--- config.mk ---
export PLATFORM = sky130hd
export DESIGN_NAME = stopwatch_counter
export DESIGN_NICKNAME = d
export VERILOG_FILES = /design/src/rtl/stopwatch_pkg.sv /design/src/rtl/edge_sync.sv /design/src/rtl/stopwatch_counter.sv
export SDC_FILE = /design/constraint.sdc
export NUM_CORES = 1
export LEC_CHECK = 0
export CAP_MARGIN = 10
export CORE_UTILIZATION = 25
export CTS_CLUSTER_DIAMETER = 40
export DETAILED_ROUTE_END_ITERATION = 7
export PLACE_DENSITY = 0.48
export REMOVE_ABC_BUFFERS = 1
export SLEW_MARGIN = 20
export SYNTH_ARGS = -nofsm -noshare
export SYNTH_HDL_FRONTEND = slang
export SYNTH_SLANG_ARGS = --single-unit
export TNS_END_PERCENT = 50
--- constraint.sdc ---
create_clock -name CLK -period 2.1 [get_ports CLK]
set_input_delay 0.42 -clock CLK [delete_from_list [all_inputs] [get_ports CLK]]
set_output_delay 0.42 -clock CLK [all_outputs]
set_load 0.005 [all_outputs]
--- src/rtl/stopwatch_pkg.sv ---
// Shared types and helpers for the mm:ss stopwatch.
// Holds the FSM state encoding, BCD digit limits and the one-second BCD increment.
// Purely combinational content; no state lives here.
package stopwatch_pkg;

    // Width of one BCD digit
    localparam int DIG_W = 4;

    // Highest legal value of a units digit and of a tens digit
    localparam logic [DIG_W-1:0] LIM_UNITS = 4'd9;
    localparam logic [DIG_W-1:0] LIM_TENS  = 4'd5;

    // Prescaler width; TICK_DIV must fit in it
    localparam int PRESC_W = 8;

    // Run-control states
    typedef enum logic [1:0] {
        ST_IDLE  = 2'd0,
        ST_RUN   = 2'd1,
        ST_PAUSE = 2'd2
    } sw_state_t;

    // Displayed time, most significant digit first
    typedef struct packed {
        logic [DIG_W-1:0] min_t;
        logic [DIG_W-1:0] min_u;
        logic [DIG_W-1:0] sec_t;
        logic [DIG_W-1:0] sec_u;
    } sw_time_t;

    // Result of stepping one digit: new value plus carry into the next digit
    typedef struct packed {
        logic             carry;
        logic [DIG_W-1:0] dig;
    } bcd_step_t;

    // Result of a one-second increment: new time plus wrap out of 59:59
    typedef struct packed {
        logic     wrap;
        sw_time_t t;
    } sw_inc_t;

    // Step one digit when enabled. A digit at or above its limit rolls to 0
    // and carries, so a corrupted digit can never be pushed further out of range.
    function automatic bcd_step_t bcd_step(input logic [DIG_W-1:0] dig,
                                           input logic [DIG_W-1:0] lim,
                                           input logic             en);
        bcd_step_t r;
        r.carry = 1'b0;
        r.dig   = dig;
        if (en) begin
            if (dig >= lim) begin
                r.dig   = '0;
                r.carry = 1'b1;
            end else begin
                r.dig = dig + 4'd1;
            end
        end
        return r;
    endfunction

    // Add one second with the carry rippling through all four digits.
    function automatic sw_inc_t time_inc(input sw_time_t t);
        sw_inc_t   r;
        bcd_step_t su;
        bcd_step_t st;
        bcd_step_t mu;
        bcd_step_t mt;
        su = bcd_step(t.sec_u, LIM_UNITS, 1'b1);
        st = bcd_step(t.sec_t, LIM_TENS,  su.carry);
        mu = bcd_step(t.min_u, LIM_UNITS, st.carry);
        mt = bcd_step(t.min_t, LIM_TENS,  mu.carry);
        r.t.sec_u = su.dig;
        r.t.sec_t = st.dig;
        r.t.min_u = mu.dig;
        r.t.min_t = mt.dig;
        r.wrap    = mt.carry;
        return r;
    endfunction

endpackage

--- src/rtl/edge_sync.sv ---
// Synchronizes one asynchronous level into CLK and emits a 1-cycle pulse per rising edge.
// Latency: pulse register rises on the (SYNC_STAGES+1)-th edge counting the first edge that samples the input high.
// No backpressure: a pulse is produced unconditionally; a level held across reset is ignored until it falls.
module edge_sync #(
    parameter int SYNC_STAGES = 2
) (
    input  logic CLK,
    input  logic RST,
    input  logic async_i,
    output logic pulse_o
);

    // Synchronizer chain and a parallel chain marking which stages hold real samples
    logic [SYNC_STAGES-1:0] sync_q;
    logic [SYNC_STAGES-1:0] sync_d;
    logic [SYNC_STAGES-1:0] vld_q;
    logic [SYNC_STAGES-1:0] vld_d;

    // Previous synchronized level, arm flag and the registered pulse
    logic dly_q;
    logic dly_d;
    logic armed_q;
    logic armed_d;
    logic pulse_q;
    logic pulse_d;

    logic lvl;
    logic lvl_vld;

    assign lvl     = sync_q[SYNC_STAGES-1];
    assign lvl_vld = vld_q[SYNC_STAGES-1];

    // Shift the input and the sample-valid marker down the chain; detect a rise once armed.
    // Arming requires a genuine low sample after reset, so an input that was already high
    // when reset released cannot masquerade as a new press.
    always_comb begin
        sync_d    = sync_q;
        vld_d     = vld_q;
        sync_d[0] = async_i;
        vld_d[0]  = 1'b1;
        for (int i = 1; i < SYNC_STAGES; i++) begin
            sync_d[i] = sync_q[i-1];
            vld_d[i]  = vld_q[i-1];
        end
        dly_d   = lvl;
        armed_d = armed_q | (lvl_vld & ~lvl);
        pulse_d = armed_q & lvl_vld & lvl & ~dly_q;
    end

    // State registers; reset discards any sample or pulse in flight
    always_ff @(posedge CLK) begin
        if (RST) begin
            sync_q  <= '0;
            vld_q   <= '0;
            dly_q   <= 1'b0;
            armed_q <= 1'b0;
            pulse_q <= 1'b0;
        end else begin
            sync_q  <= sync_d;
            vld_q   <= vld_d;
            dly_q   <= dly_d;
            armed_q <= armed_d;
            pulse_q <= pulse_d;
        end
    end

    assign pulse_o = pulse_q;

endmodule

--- src/rtl/stopwatch_counter.sv ---
// mm:ss BCD stopwatch with run/pause/clear control and a sticky wrap flag.
// Latency: digits/RUNNING update on the edge that consumes an input pulse (SYNC_STAGES+1 edges after sampling).
// No backpressure: every qualified pulse is consumed in the cycle it appears.
module stopwatch_counter #(
    parameter int SYNC_STAGES = 2,
    parameter int TICK_DIV    = 1
) (
    input  logic       CLK,
    input  logic       RST,
    input  logic       TICK,
    input  logic       START_STOP,
    input  logic       CLEAR,
    output logic [3:0] SEC_U,
    output logic [3:0] SEC_T,
    output logic [3:0] MIN_U,
    output logic [3:0] MIN_T,
    output logic       RUNNING,
    output logic       OVF
);

    import stopwatch_pkg::*;

    // Prescaler value at which the next counted tick rolls over into a second
    localparam logic [PRESC_W-1:0] PRESC_LAST = PRESC_W'(TICK_DIV - 1);

    // Pulses from the three synchronized inputs
    logic tick_pls;
    logic start_pls;
    logic clr_pls;

    edge_sync #(.SYNC_STAGES(SYNC_STAGES)) u_sync_tick (
        .CLK     (CLK),
        .RST     (RST),
        .async_i (TICK),
        .pulse_o (tick_pls)
    );

    edge_sync #(.SYNC_STAGES(SYNC_STAGES)) u_sync_start (
        .CLK     (CLK),
        .RST     (RST),
        .async_i (START_STOP),
        .pulse_o (start_pls)
    );

    edge_sync #(.SYNC_STAGES(SYNC_STAGES)) u_sync_clear (
        .CLK     (CLK),
        .RST     (RST),
        .async_i (CLEAR),
        .pulse_o (clr_pls)
    );

    sw_state_t          state_q;
    sw_state_t          state_d;
    logic [PRESC_W-1:0] presc_q;
    logic [PRESC_W-1:0] presc_d;
    sw_time_t           time_q;
    sw_time_t           time_d;
    logic               ovf_q;
    logic               ovf_d;
    logic               running_q;
    logic               running_d;

    sw_inc_t            inc;
    logic               count_tick;

    // Next state, prescaler and time. Clear wins over everything. A tick is judged
    // against the current state, so a tick with a start in RUN still counts while a
    // tick with a start in PAUSE does not.
    always_comb begin
        state_d    = state_q;
        presc_d    = presc_q;
        time_d     = time_q;
        ovf_d      = ovf_q;
        inc        = '0;
        count_tick = tick_pls & (state_q == ST_RUN);

        if (clr_pls) begin
            state_d = ST_IDLE;
            presc_d = '0;
            time_d  = '0;
            ovf_d   = 1'b0;
        end else begin
            if (start_pls) begin
                case (state_q)
                    ST_IDLE:  state_d = ST_RUN;
                    ST_RUN:   state_d = ST_PAUSE;
                    ST_PAUSE: state_d = ST_RUN;
                    default:  state_d = ST_IDLE;
                endcase
            end

            if (count_tick) begin
                if (presc_q >= PRESC_LAST) begin
                    presc_d = '0;
                    inc     = time_inc(time_q);
                    time_d  = inc.t;
                    if (inc.wrap) begin
                        ovf_d = 1'b1;
                    end
                end else begin
                    presc_d = presc_q + 1'b1;
                end
            end
        end

        running_d = (state_d == ST_RUN);
    end

    // Registers for state, prescaler, digits and flags
    always_ff @(posedge CLK) begin
        if (RST) begin
            state_q   <= ST_IDLE;
            presc_q   <= '0;
            time_q    <= '0;
            ovf_q     <= 1'b0;
            running_q <= 1'b0;
        end else begin
            state_q   <= state_d;
            presc_q   <= presc_d;
            time_q    <= time_d;
            ovf_q     <= ovf_d;
            running_q <= running_d;
        end
    end

    assign SEC_U   = time_q.sec_u;
    assign SEC_T   = time_q.sec_t;
    assign MIN_U   = time_q.min_u;
    assign MIN_T   = time_q.min_t;
    assign RUNNING = running_q;
    assign OVF     = ovf_q;

endmodule

==> flow_summary.toml <==
[die]
die_h_microns = 81
dieArea_sq_um = 6561
core_sq_um = 5956
die_w_microns = 81
io_pins = 23
rows = 28
initial_core_util_pct = 26.20

[route]
drc = 0
vias_per_cell = 4.306
drt_iter0_drc = 41
avgRoutedWirePerCell_microns = 10.23
ant_nets = 0
wirelength_mm = 2.876
routed-via-count = 1210
drtPass1Iterations = 4

[timing]
slew_violations = 0
setup_slack_ns = 0.1968
max-slew-margin-rel_pct = 63.02
hold_viol = 0
post-route-period-util_pct = 90.63
rsz0062_at_grt = "false"
max_freq_mhz = 525.4
setup_viol_count_final = 0
tightest_slew_ns = 0.5470
skew_ns = 0.004812
hold_slack_ns = 0.3920
min_period_ns = 1.903

[power_and_ir_drop]
p_per_area_nw_per_um2 = 683.9
power.leakage_nw = 0.7702
irDropWorstVdd_v = 0.0003858
totalPowerFinal_mw = 1.396

[placement]
dp_slack_ns = -0.03245
gp_congestion = 0.7534
dpl.cell_count = 273
port_buffers = 22
hpwl_mm = 2.122

[clock_network]
cts_hold_buf = 0
cts_root_buf = "clkbuf_8"
cts-resized-gates = 0
numCtsBuffers = 5
cts_sinks = 37
htree_levels = 2
cts_buffer_depth = 2
cts_tree = "built"
clk_pin_slew_ns = 0.07
cts_setup_buffers = 0
clock_latency_ns = 0.28

[global_route]
antenna_found_initial = 0
use_met3_pct = 3.708
grt.total_usage_pct = 9.671
grt_max_degree = 16
grt.busiest_layer = "met2"
grt_pass1_vias = 1081
grt_use_met2_pct = 14.79
use_met1_pct = 12.19
globalRouteOverflowTotal = 0
grt_pass1_wl_mm = 4.774

[min_path]
hp-class = "reg2reg"

[synth]
ys_warn_count = 0
synth_cell_type_count = 39
syn_area_sq_um = 1560
ys_async_sr_fraction_pct = 0
synthCells = 171
post_synth.cell_area_avg_sq_um = 9.124
ys_seq_elements = 37
yosysSeqAreaShare_pct = 47.47
ys.flop_type = "dfxtp_1"
synth_edf_count = 0

[critical_path]
crit_path_start_kind = "flip-flop"
cp_num_buf_inv = 2
critical_path_class = "reg2reg"
critPathMaxStageDelay_ns = 0.50
cp-end-kind = "flip-flop"
cp_data_arrival_time_ns = 2.13
path_delay_family = "simple AND/OR/NAND/NOR gates"
required_ns = 2.32
crit_path_cell_trace = "inv_1, ha_1, nand2b_1, a21oi_1, buf_4, or3_1, or2_1, a21oi_2"
crit_slowest_cell = "or3_1"
cp_max_fo = 9
r2r_slack_ns = 0.20

[cells_and_area]
post-route-util_pct = 34.26
nets = 222
fin_cells = 281
syn_to_final_growth_pct = 30.79
mostFrequentLayoutCell = "dfxtp_1"
final_cell_mix = "dfxtp_1 (37), clkdlybuf4s50_1 (22), a21oi_1 (16), nor2_1 (16), inv_1 (15)"
diodes = 0
drive_gt1_share_pct = 10.68

[outcome]
status = "completed"

[flow_run]
maxCapViolations = 0
Yosys cell counts (2+ instances only):
cell,instances,share of area [%]
a211oi_1,2,0.96
a21oi_1,16,5.1
a22oi_1,2,0.96
and3_1,2,0.80
buf_2,2,0.64
clkbuf_1,2,0.48
dfxtp_1,37,47
ha_1,12,9.6
inv_1,15,3.6
nand2_1,12,2.9
nand2b_1,3,1.2
nand3_1,5,1.6
nand3b_1,2,0.96
nand4_1,2,0.80
nor2_1,16,3.8
nor2b_1,8,3.2
nor3_1,5,1.6
o21ai_0,5,1.6
o31ai_1,2,0.96
or2_1,2,0.80
path summary, 6_finish.rpt:
path                           start              endpoint  cells after the start
setup / recovery            SEC_T[0]              MIN_T[3]                      8
hold reg to reg   u_sync_clear.dly_q  u_sync_clear.pulse_o                      1
setup reg to reg            SEC_T[0]              MIN_T[3]                      8
hold / removal    u_sync_clear.dly_q  u_sync_clear.pulse_o                      1
area by class of cell:
type / count / area (sq um)
Clock buffer: 6 / 82.58
Timing Repair Buffer: 32 / 295.3
Tap cell: 75 / 93.84
Clock inverter: 2 / 37.54
Inverter: 15 / 56.30
Multi-Input combinational cell: 114 / 734.5
Sequential cell: 37 / 740.7
Fill cell: 627 / 3915
through the flow:
step | setup TNS (ns) | cell area, sq um
after floorplan | 0 | 1531
after global placement | 0 | 1921
after detailed placement | -0.03245 | 1921
after CTS | 0 | 2041
after global routing | 0 | 2041
final | 0 | 2041
registers in the layout, indices dropped and copies added, names as in the netlist:
register / flops
OVF: 1
u_sync_start.armed_q: 1
u_sync_start.dly_q: 1
u_sync_clear.pulse_o: 1
u_sync_clear.armed_q: 1
u_sync_clear.sync_q: 2
u_sync_start.pulse_o: 1
MIN_T: 4
MIN_U: 4
u_sync_tick.dly_q: 1
u_sync_start.sync_q: 2
state_q: 2
SEC_T: 4
u_sync_tick.sync_q: 2
RUNNING: 1
u_sync_tick.vld_q: 1
u_sync_tick.pulse_o: 1
u_sync_clear.vld_q: 1
SEC_U: 4
u_sync_clear.dly_q: 1
u_sync_tick.armed_q: 1
worst reg2reg max path: cells and delay by family (launching register included):
kind | cells | cell delay [ns]
buffers and inverters | 2 | 0.23
AOI/OAI and AO/OA | 2 | 0.18
and+or+nand+nor | 3 | 0.85
DFF | 1 | 0.38
adders and majority gates | 1 | 0.19
power by group:
| group | leakage [nW] | switching, mW | internal, mW |
|---|---|---|---|
| combinational | 0.412 | 0.0186 | 0.0180 |
| sequential | 0.301 | 0.00500 | 0.714 |
| clock | 0.0574 | 0.254 | 0.386 |
metal layers:
| layer | up-vias | routed length, microns |
|---|---|---|
| li1 | 644 | - |
| met1 | 543 | 1459 |
| met2 | 21 | 1245 |
| met3 | 2 | 153 |
| met4 | 0 | 19 |
| met5 | - | 0 |
cells by family after synthesis:
| logic type | synth area share (%) |
|---|---|
| compound gates | 13.15 |
| fa+ha+maj | 9.623 |
| buf+inv | 5.453 |
| flops | 47.47 |
| mux | 1.363 |
| simple gates | 22.94 |
No activity file was read; power rests on OpenSTA's default activity.
